File: src/rtl/ics_uart_tx.sv
// ICS UART transmitter: 8E1 framing (start, 8 data LSB first, even parity, stop)
// with a half-duplex drive enable and a one-cycle completion pulse.
// Every output is registered and is loaded from the next-state values, so each
// output changes on the same edge as the state it reflects.
module ics_uart_tx #(
    parameter int unsigned CLKS_PER_BIT = 868
) (
    input  logic       clk,
    input  logic       rst,
    input  logic [7:0] tx_data,
    input  logic       tx_valid,
    output logic       tx_ready,
    output logic       tx,
    output logic       tx_oe,
    output logic       tx_done
);

    localparam int unsigned CNT_W   = (CLKS_PER_BIT > 1) ? $clog2(CLKS_PER_BIT) : 1;
    localparam int unsigned IDX_W   = 3;
    localparam int unsigned DATA_W  = 8;
    localparam logic [CNT_W-1:0] CNT_LAST = CNT_W'(CLKS_PER_BIT - 1);
    localparam logic [IDX_W-1:0] IDX_LAST = IDX_W'(DATA_W - 1);

    typedef enum logic [2:0] {
        IDLE   = 3'd0,
        START  = 3'd1,
        DATA   = 3'd2,
        PARITY = 3'd3,
        STOP   = 3'd4
    } state_t;

    state_t              state;
    state_t              state_n;
    logic [CNT_W-1:0]    cnt;
    logic [CNT_W-1:0]    cnt_n;
    logic [IDX_W-1:0]    idx;
    logic [IDX_W-1:0]    idx_n;
    logic [DATA_W-1:0]   data_q;
    logic [DATA_W-1:0]   data_n;
    logic                bit_end;
    logic                tx_n;
    logic                tx_oe_n;
    logic                tx_ready_n;
    logic                tx_done_n;

    // State, bit-period counter, bit index and latched byte.
    always_ff @(posedge clk) begin
        if (rst) begin
            state  <= IDLE;
            cnt    <= '0;
            idx    <= '0;
            data_q <= '0;
        end else begin
            state  <= state_n;
            cnt    <= cnt_n;
            idx    <= idx_n;
            data_q <= data_n;
        end
    end

    // Next-state logic: sequence through the frame one bit period at a time.
    always_comb begin
        state_n = state;
        cnt_n   = cnt;
        idx_n   = idx;
        data_n  = data_q;
        bit_end = (cnt == CNT_LAST);

        case (state)
            IDLE: begin
                if (tx_valid && tx_ready) begin
                    state_n = START;
                    cnt_n   = '0;
                    idx_n   = '0;
                    data_n  = tx_data;
                end
            end
            START: begin
                cnt_n = bit_end ? '0 : cnt + CNT_W'(1);
                if (bit_end) begin
                    state_n = DATA;
                    idx_n   = '0;
                end
            end
            DATA: begin
                cnt_n = bit_end ? '0 : cnt + CNT_W'(1);
                if (bit_end) begin
                    if (idx == IDX_LAST) begin
                        state_n = PARITY;
                    end else begin
                        idx_n = idx + IDX_W'(1);
                    end
                end
            end
            PARITY: begin
                cnt_n = bit_end ? '0 : cnt + CNT_W'(1);
                if (bit_end) begin
                    state_n = STOP;
                end
            end
            STOP: begin
                cnt_n = bit_end ? '0 : cnt + CNT_W'(1);
                if (bit_end) begin
                    state_n = IDLE;
                end
            end
            default: begin
                state_n = IDLE;
                cnt_n   = '0;
                idx_n   = '0;
            end
        endcase
    end

    // Output values for the cycle that follows, derived from the next state.
    always_comb begin
        tx_n       = 1'b1;
        tx_oe_n    = (state_n != IDLE);
        tx_ready_n = (state_n == IDLE);
        tx_done_n  = (state_n == STOP) && (cnt_n == CNT_LAST);

        case (state_n)
            START:   tx_n = 1'b0;
            DATA:    tx_n = data_n[idx_n];
            PARITY:  tx_n = ^data_n;
            default: tx_n = 1'b1;
        endcase
    end

    // Registered outputs; reset leaves the line idle-high and undriven.
    always_ff @(posedge clk) begin
        if (rst) begin
            tx       <= 1'b1;
            tx_oe    <= 1'b0;
            tx_ready <= 1'b1;
            tx_done  <= 1'b0;
        end else begin
            tx       <= tx_n;
            tx_oe    <= tx_oe_n;
            tx_ready <= tx_ready_n;
            tx_done  <= tx_done_n;
        end
    end

endmodule

File: config.mk
export PLATFORM = sky130hd
export DESIGN_NAME = ics_uart_tx
export DESIGN_NICKNAME = d
export VERILOG_FILES = /design/src/rtl/ics_uart_tx.sv
export SDC_FILE = /design/constraint.sdc
export NUM_CORES = 1
export LEC_CHECK = 0
export BUFFER_PORTS_ARGS = -buffer_cell sky130_fd_sc_hd__buf_2
export CAP_MARGIN = 15
export CORE_MARGIN = 4
export CORE_UTILIZATION = 35
export CTS_BUF_LIST = sky130_fd_sc_hd__clkbuf_8
export CTS_CLUSTER_SIZE = 24
export DETAILED_ROUTE_END_ITERATION = 16
export PLACE_DENSITY = 0.56
export SLEW_MARGIN = 20
export SYNTH_ARGS = -nofsm -noshare
export SYNTH_HDL_FRONTEND = slang
export SYNTH_SLANG_ARGS = --single-unit
File: constraint.sdc
create_clock -name clk -period 2.5 [get_ports clk]
set_input_delay 0.5 -clock clk [delete_from_list [all_inputs] [get_ports clk]]
set_output_delay 0.5 -clock clk [all_outputs]
set_load 0.02 [all_outputs]
# [Yosys cells after proc, flatten, opt, wreduce, memory -nomap -nowiden]
# Index checks and enable logic that the tools add are counted.
[word_totals] elab_cells=50 input_bits=11 register_bits=28 out_inout_bits=4
[op_classes] n_eq_ne=11 order_cmp=1 n_addsub=2 reduce_logical=8 mux=20
[ops] operator="two-way mux 3 bit" count=10
[ops] operator="equality test 10 bit (second input constant)" count=2
[ops] operator="two-way mux 10 bit" count=2
[ops] operator="one-hot mux 10 bit (2 select lines)" count=1
[ops] operator="two-way mux 8 bit" count=2
[ops] operator="one-hot mux 3 bit (5 select lines)" count=1
[ops] operator="equality test 3 x 2 -> 1 bit (second input constant)" count=4
[ops] operator="one-hot mux 3 bit (4 select lines)" count=1
[ops] operator="adder 10 x 1 -> 10 bit (second input constant)" count=1
[ops] operator="equality test 3 bit (second input constant)" count=3
[ops] operator="parity 8 bit" count=1
[ops] operator="equality test 3 x 1 -> 1 bit (second input constant)" count=2
[ops] operator="zero test 3 bit" count=2
[ops] operator="less-than comparator 3 x 4 -> 1 bit (second input constant)" count=1
[ops] operator="OR reduction 4 bit" count=1
[ops] operator="adder 3 x 1 -> 3 bit (second input constant)" count=1
[ops] operator="binary-select mux 1 bit (select 3 bit)" count=1
[ops] operator="one-hot mux 1 bit (3 select lines)" count=1
[ops] operator="nonzero test 3 bit" count=1
[ops] operator="logical AND 1 bit" count=2
[ops] operator="OR reduction 2 bit" count=1
[ops] operator="two-way mux 1 bit" count=1

# [Logic depth before layout (Yosys ltp)]
# Gate-level depths: netlist (run 1).
[logic_depth] depth_word=7 ltp_mapped=10 ltp_nobuf=8

# [Least setup slack after synthesis (run 1)]
# No wires, ideal clock.
[synth_timing] path_kind="register to register" from="register cnt[0]" to="register tx" setup_slack_ps=50 arrival_time_ps=2324 n_path_buf=1 required_ps=2374 synth_period_minus_slack_ps=2450 setup_time_ps=126 path_stages_with_launch=10 cell_sequence="dfxtp_1 > ha_1 > or3b_4 > or3_1 > buf_6 > o41a_1 > a21oi_1 > a21oi_1 > a311oi_1 > a211oi_1"
[synth_between] elab_chain_len=6 elab_cells_between_ends=15 classes_between="4 x eq/ne; 11 x mux"
[synth_lines] item="start, declared" line="34" rtl="logic [CNT_W-1:0] cnt;"
[synth_lines] item="start signal, assigned" line="55" rtl="cnt <= cnt_n;"
[synth_lines] item="equality test 10 bit *" line="67" rtl="bit_end = (cnt == CNT_LAST);"
[synth_lines] item="two-way mux 3 bit (on tied branches)" line="87, 80"
[synth_lines] item="one-hot mux 3 bit (4 select lines)" line="69" rtl="case (state)"
[synth_lines] item="binary-select mux 1 bit (select 3 bit)" line="124" rtl="DATA: tx_n = data_n[idx_n];"
[synth_lines] item="two-way mux 1 bit (not written as such)" line="124"
[synth_lines] item="one-hot mux 1 bit (3 select lines) *" line="122" rtl="case (state_n)"
[synth_lines] item="end signal, assigned" line="138" rtl="tx <= tx_n;"
[synth_lines] item="end, declared" line="13" rtl="output logic tx,"
# Mark *: on every way between the ends. The rest lies on a longest branch, timed or not. The select of a mux whose other input is x is not followed.
# A chain may end at the register's enable or synchronous reset.

# [Worst setup path after layout (run 1)]
[layout_timing] from="register cnt[1]" to="register tx"
# Same word-level chain as after synthesis.

==> impl_summary.md, run 1 <==
Place
The final weighted congestion in routability-driven placement is ~0.8. The number of instances in the placed design is 306. Once detailed placement completed, the half-perimeter wirelength came to between 3000 and 4000 µm. The count of buffers added on input and output ports is 14. In this run the cell area measured after placement is between 1500 and 2000 µm².

Yosys
The synthesized design spends more area on one cell type than any other, namely sky130_fd_sc_hd__dfxtp_1. Ranked by total cell area, the synthesized netlist is headed by sky130_fd_sc_hd__dfxtp_1, sky130_fd_sc_hd__xnor2_1, sky130_fd_sc_hd__nand2_1, sky130_fd_sc_hd__a21oi_1, sky130_fd_sc_hd__buf_6. For this run, the number of Yosys warnings is 0.

The primary flip-flop cell chosen by synthesis mapping is sky130_fd_sc_hd__dfxtp_1. The synthesized netlist devotes around 22% of its cell area to compound gates. After Yosys synthesis, XOR and XNOR cells account for a little under a tenth of the synthesized area. The dominant cell by count in the synthesized netlist is sky130_fd_sc_hd__nand2_1.

The count of flip-flops with a built-in enable after synthesis is 0. The cell count after synthesis came out at 220. The largest family of logic cells by synthesized area is simple AND/OR/NAND/NOR gates. The number of library cell types mapped by synthesis is 48.

The mapped netlist covers about 1700 µm². After Yosys synthesis, and, or, nand and nor cells account for about 28% of the synthesized area. In the synthesized netlist, the cells that appear most often are sky130_fd_sc_hd__nand2_1, sky130_fd_sc_hd__dfxtp_1, sky130_fd_sc_hd__a21oi_1, sky130_fd_sc_hd__xnor2_1, sky130_fd_sc_hd__nor2_1. The synthesized-area fraction occupied by adder cells is 1.44%. Counting flops and latches in the post-synthesis netlist gives 28. The number of nets handed over by synthesis was 233. Of the post-synthesis cell area, the part taken by muxes is 0%. The average cell area after synthesis is ~8 µm². After synthesis, the share of flip-flops with an asynchronous set or reset is 0%.

The top cell type by area accounts for between 30% and 40% of the synthesized area. Sequential elements use around 32% of the synthesized area.

Floorplanning
The die area is approximately 6200 µm². The floorplan die height is 78.6 µm. The die is about 79 µm wide.

The top-level I/O count is 15. The floorplan core area is ~4800 µm². The starting density of the core is between 30% and 40%.

The total number of placement rows is 25.

Status
The flow ran to the end, and the final reports show no timing, DRC or antenna violations.

Clock tree
The number of buffers inserted by post-CTS setup repair is 0. The H-tree level count is 1. The master cell of the clock root buffer is sky130_fd_sc_hd__clkbuf_8. The clock tree from TritonCTS is yes. Clock latency on the worst-skew pair, taken at its later pin, is around 270 ps. Buffers inserted during clock tree synthesis total 3. The CTS sink count is 28. Clock-pin slew was measured on the worst setup and hold paths at approximately 100 ps. The longest clock path from root to sink contains 2 buffers.

Worst setup path
The element type at the critical path end is a flop. In this run the worst path has a maximum fanout of 5. The reg-to-reg setup timing slack is about 150 ps. In this run the worst setup path begins at cnt[1]. The data arrival time of the critical path is approximately 2500 ps.

The critical path is of the reg2reg type. The worst path required time is around 2700 ps. The capturing point of the worst reg2reg path is tx. The reg-to-reg critical path startpoint is cnt[1]. The worst setup path is launched from a flop. Counting cells, the worst reg-to-reg path comes to 8.

Min path
The path class of the tightest hold or removal check is in2reg. The worst hold path begins at tx_data[6]. The number of instances on the worst hold path is 3. The hold-critical path endpoint is data_q[6].

Layout
The final layout contains 257 nets. The area growth from synthesis to layout is 15.0%. The final-layout fill cell count is 484. The finished cells cover between 2000 and 2500 µm². In the final layout, the share of cells above drive strength 1 is ~19%. The final standard cell utilization of the core is between 40% and 50%.

Once layout is complete, the cells apart from fillers number between 300 and 400. The repair_antennas step left the layout with diodes totalling 0.

Timing
The final worst clock skew is around 2.9 ps. Subtracting the final worst setup slack from the clock period gives 2350 ps. The number of endpoints with negative hold slack in the final report was 0.

The part of the cycle the worst path needs is 93.9%. The final worst hold slack is between 400 and 500 ps. Measured against its own limit, the worst slew margin works out to around 66%. Timing would allow up to about 0.43 GHz. The setup violation total in the final timing report is 0.

For the pin with the worst max-slew slack, the measured transition is just over 500 ps. The number of max-slew violations in the final report came to 0.

Route
Dividing the detail-routed wire length by the instance count gives 13.5 µm. The routed design has ~4200 µm of wire. The detailed router's first-iteration violation count is ~170.

The via count is 1,616. The DRC violations left is 0. The number of nets with antenna violations after routing is 0. The first TritonRoute pass finished after 4 iterations. Using the TritonRoute via totals, the vias-per-cell ratio works out to about 5.2.

Pwr
The worst IR drop on VDD is between 0.2 and 0.25 mV. The power per standard cell area is between 400 and 500 nW/µm². In this run the static leakage power is 0.743 nW.

Global routing
The overall overflow remaining after global route is 0. For this run, the total global-route usage over all layers was measured as 14.1%. The first global-routing pass estimated a little over 7000 µm of wire. Entering global routing, the biggest net connects 16 pins.

The initial antenna violation count came to 0. The via count of the first global-routing pass was 1,486.

Job
The number of max-capacitance violations reported is 0.
flip-flops by register name, summed over array words and instances (netlist names):
| name | flops |
|---|---|
| state | 3 |
| cnt | 10 |
| tx_done | 1 |
| data_q | 8 |
| tx_oe | 1 |
| tx | 1 |
| tx_ready | 1 |
| idx | 3 |
metrics by stage:
step	setup TNS, ps	power, mW	setup WS (ps)
2_1_floorplan	0	0.639	49.7
3_5_place_dp	0	0.685	59.7
4_1_cts	0	0.969	2.59
5_1_grt	-0.664	1.01	-0.664
3_3_place_gp	0	0.688	99.6
6_report	0	0.960	153
power breakdown:
| group | switching, mW | total (mW) | internal, mW |
|---|---|---|---|
| Clock | 0.140 | 0.281 | 0.141 |
| Combinational | 0.112 | 0.196 | 0.0836 |
| Sequential | 0.0192 | 0.484 | 0.465 |
worst max-delay path, stage by stage, from the launching register on:
cell and delay [ps]:
sky130_fd_sc_hd__dfxtp_1 370, sky130_fd_sc_hd__ha_1 180, sky130_fd_sc_hd__or3b_4 410, sky130_fd_sc_hd__or3_4 380, sky130_fd_sc_hd__o41a_1 380, sky130_fd_sc_hd__a21oi_1 160, sky130_fd_sc_hd__a21oi_1 60, sky130_fd_sc_hd__a311oi_1 230
sky130_fd_sc_hd__a211oi_1 70
cell families (layout without fill, tap and decap cells):
family,Yosys count,after routing
AND/OR/NAND/NOR,95,95
XOR/XNOR,19,19
adder cells (fa/ha/maj),2,2
buffers and inverters,17,40
AO/OA/AOI/OAI,59,59
flip-flops,28,28
routing by layer:
metal  part of all wire, %  global-route usage (%)
met3                   3.5                    2.06
met1                    53                    21.6
met4                   1.5                    4.20
met5                     0                       0
met2                    41                    20.1
placed cells by master (no fill, tap or decap), types with 3 or more instances in the layout:
cell type                  count
sky130_fd_sc_hd__a21oi_1      24
sky130_fd_sc_hd__nor3_1        3
sky130_fd_sc_hd__nor2b_1       4
sky130_fd_sc_hd__or3_1         5
sky130_fd_sc_hd__xnor2_1      16
sky130_fd_sc_hd__xor2_1        3
sky130_fd_sc_hd__dfxtp_1      28
sky130_fd_sc_hd__clkbuf_8      4
sky130_fd_sc_hd__nor4_1        3
sky130_fd_sc_hd__nand2b_1      3
sky130_fd_sc_hd__nand2_1      34
sky130_fd_sc_hd__o211ai_1      3
sky130_fd_sc_hd__nand3_1       8
sky130_fd_sc_hd__o21ai_0      12
sky130_fd_sc_hd__nand3b_1      5
sky130_fd_sc_hd__and3_1        4
sky130_fd_sc_hd__nor2_1       13
sky130_fd_sc_hd__inv_1         5
sky130_fd_sc_hd__buf_4        17
sky130_fd_sc_hd__buf_2        14
timing repair:
item	in CTS	in global routing
endpoints found under the setup margin	0	3
hold buffers	0	0
resized for setup	0	4
how the worst max path moves through the flow:
stage / to / cells after the start / slack (ps)
global route: tx / 8 / -0.7
detailed placement: tx / 8 / 60
CTS: tx / 8 / 3
global placement: tx / 8 / 100
floorplan: tx / 9 / 50
finish: tx / 8 / 150
cell type report:
type	count	area [µm²]	area share, %
Clock buffer	4	55.1	2.75
Sequential cell	28	561	28.0
Inverter	5	18.8	0.936
Multi-Input combinational cell	175	1090	54.3
Tap cell	67	83.8	4.18
Timing Repair Buffer	31	198	9.86
Power figures use the tool's default switching activity.
==> run 2: changes to the inputs <==
SETUP_SLACK_MARGIN = 0.3   (was not set)
==> run 2 against run 1 <==
Die area stayed put. First-iteration DRC count is 8.0% lower. Sequential share of layout area is 0.90 points lower. Non-clock buffer count is 3 higher. Core utilization is 1.8 points higher. Register-to-register slack worse by 50 ps. Critical path type unchanged.
==> impl_summary.md, run 2 (same netlist as run 1, synthesis figures left out) <==
Min path
Along the worst hold path, the cell count comes to 3. The worst hold path terminates at data_q[1]. The startpoint identified for the worst hold timing path is tx_data[1].

The min-delay analysis places its worst path in the category in2reg.

Timing
The worst slew margin relative to its limit is 61.0%. The setup violation total in the final timing report is 0. The setup total negative slack is 0 ps. The part of the cycle the worst path needs is a little over nine tenths. The number of max-slew violations in the final report is 0. The routed design could run at a clock period as short as around 2400 ps. The number of endpoints with negative hold slack in the final report is 0. The clock arrives with between 2 and 3 ps of skew.

Setup repair after global routing could not meet its margin everywhere. Based on the critical path, the design can be clocked at up to about 0.42 GHz. The transition time at the pin with the least slew margin is slightly below 600 ps.

Route
The count of nets left with antenna violations once routing finished came out at 0. In the detailed route, the total length drawn on met2 is between 1500 and 2000 µm. The detailed router's first-iteration violation count is 160.

The met3 layer wire length in the routed design is approximately 220 µm. The total iterations of the first detailed-routing run is 4. Summed over all layers, the routed wires come to around 4400 µm. The wire length on met1 is 2230 µm.

The via density per instance is approximately 5.3. The DRC violations left is 0. The uppermost layer routed is met4. After detailed routing, the average wire length per cell comes to 14.0 µm.

Across all layers, the routed design uses roughly 1,700 vias.

Place
The post-detailed-placement half-perimeter wirelength is around 3100 µm. Routability-driven placement finished with a final weighted congestion of ~0.82. Including well taps, the total number of placed cells is 302. The number of I/O port buffers is 14.

Clock tree
The worst-case clock buffer depth is 2. The master cell of the clock root buffer is sky130_fd_sc_hd__clkbuf_8. For this design, the sink count on the clock tree is 28. For this design, the CTS-stage hold fixing added 0 buffers.

In this run the number of H-tree levels came out at 1. The clock reaches the later pin of the worst-skew pair after roughly 270 ps. Clock-pin slew was measured on the worst setup and hold paths at 90 ps.

The clock tree from TritonCTS is yes. The number of buffers created by CTS is 3.

Layout
The top cell types in the final layout, fill and taps aside, are sky130_fd_sc_hd__nand2_1, sky130_fd_sc_hd__dfxtp_1, sky130_fd_sc_hd__a21oi_1. 0 antenna diodes ended up in the layout. The area growth from synthesis to layout is 19.9%. The count of nets after finishing is 260.

The filler cells instantiated in the layout total about 480. The register with the most flip-flops in the layout has 10 of them. The largest registers in the layout are cnt x10, data_q x8. The register ranked first by flip-flop count is cnt. Leaving out fill and tap cells, the most frequent cell in the layout is sky130_fd_sc_hd__nand2_1.

The number of standard cells in the final layout excluding fillers is around 310. The fraction of final layout cells with drive strength greater than 1 is a little under a quarter.

Worst setup path
In this run the worst path has a maximum fanout of 4. The sum of buffers and inverters on the critical path is 3. The reg-to-reg setup timing slack is 110 ps. The critical path launch point type is a flop. In this run the critical register-to-register path is launched from cnt[1].

Counting cells, the worst reg-to-reg path comes to 9. The worst path required time is approximately 2700 ps. The type of the setup path with the least slack is reg2reg. The cell with the largest stage delay on the worst path is sky130_fd_sc_hd__or3b_4. On the critical path the largest part of the delay comes from simple AND/OR/NAND/NOR gates. The data arrival time of the critical path is 2550 ps. The signal on the critical path passes through ha_4 -> or3b_4 -> or3_4 -> buf_4 -> buf_6 -> buf_4 -> a32oi_2 -> nor2_2 -> or3_4.

The endpoint identified for the worst register-to-register timing path is tx_oe. The largest single stage delay on the critical path is 380 ps. STA classifies the critical path endpoint as a flop.

Global routing
The overall overflow remaining after global route is 0. The initial antenna violation count is 0. The via count of the first global-routing pass is between 1,500 and 2,000.

The global routing usage summed across all routing layers is around 15%. The largest net degree at the start of global routing is 15. The first global-routing pass estimated just over 7000 µm of wire.

Status
The run finished with clean final reports.

Pwr
The clock network is responsible for roughly a quarter of the overall power. In this run the power density over the cells is between 400 and 500 nW/µm². The switching portion of total power is between 20% and 30%. Registers are responsible for 52.1% of the overall power. The share of power burned in combinational logic is 22.0%. The worst IR drop on VDD is approximately 0.26 mV. The internal power of the cells is 662 µW. The standby leakage power is 0.760 nW.

The power spent charging and discharging nets is about 270 µW.

Floorplanning
The die area is 6170 µm². The floorplan step set the die width to between 70 and 80 µm. The top-level I/O count is 15. The total number of placement rows is 25.

The starting density of the core is between 30% and 40%. The floorplan core area is 4790 µm². The die is between 70 and 80 µm tall.

Job
Across the run, the number of max-cap violations was 0.
-- run 2: metrics by stage --
step                      area (µm²)  power [mW]  utilization (%)  hold WS [ps]  setup slack, ps
after global placement          1910       0.688             40.0           475             31.5
after detailed placement        1910       0.686             40.0           482             17.1
after CTS                       2010       0.932             41.9           466              131
after global routing            2090       0.986             43.7           475            -37.1
after floorplan                 1760       0.641                -           458              173
final                           2090       0.930             43.7           475              108
-- run 2: worst reg2reg max path: cells and delay by family (launching register included) --
kind | cells | cell delay (ps)
and+or+nand+nor | 4 | 1180
DFF | 1 | 360
AOI/OAI and AO/OA | 1 | 200
buffers and inverters | 3 | 400
adders and majority gates | 1 | 130
-- run 2: power groups by stage --
stage / sequential, mW / clock, mW / combinational [mW]
3_3_place_gp: 0.495 / 0 / 0.192
3_5_place_dp: 0.495 / 0 / 0.191
2_1_floorplan: 0.494 / 0 / 0.146
5_1_grt: 0.488 / 0.270 / 0.228
6_report: 0.485 / 0.241 / 0.205
4_1_cts: 0.483 / 0.253 / 0.196
-- run 2: layer usage --
layer  track usage, %  vias to the layer above
met5                0                        -
met4             5.42                        0
met3             2.18                        9
met2             21.7                       51
met1             21.0                      767
li1                 -                      836
-- run 2: worst max-delay path by stage --
stage                     cells past startpoint  endpoint  slack [ps]  startpoint
after floorplan                               9        tx         170      cnt[0]
after global placement                        8        tx          30      cnt[0]
after detailed placement                      8        tx          20      cnt[0]
after CTS                                     8        tx         130      cnt[1]
after global routing                          8        tx         -40    state[0]
final                                         9     tx_oe         110      cnt[1]
-- run 2: final cells by class --
cell class | instances | area, µm² | area share [%]
clock buffer | 3 | 41.3 | 1.98
inverter | 5 | 18.8 | 0.898
multi-input combinational | 175 | 1140 | 54.7
sequential | 28 | 566 | 27.1
tap | 67 | 83.8 | 4.01
timing repair buffer | 34 | 236 | 11.3
-- run 2: what timing repair did --
item / CTS / global route
gates resized for setup: 3 / 13
endpoints found under the setup margin: 8 / 5
setup buffers: 4 / 3
pin swaps: 9 / 5
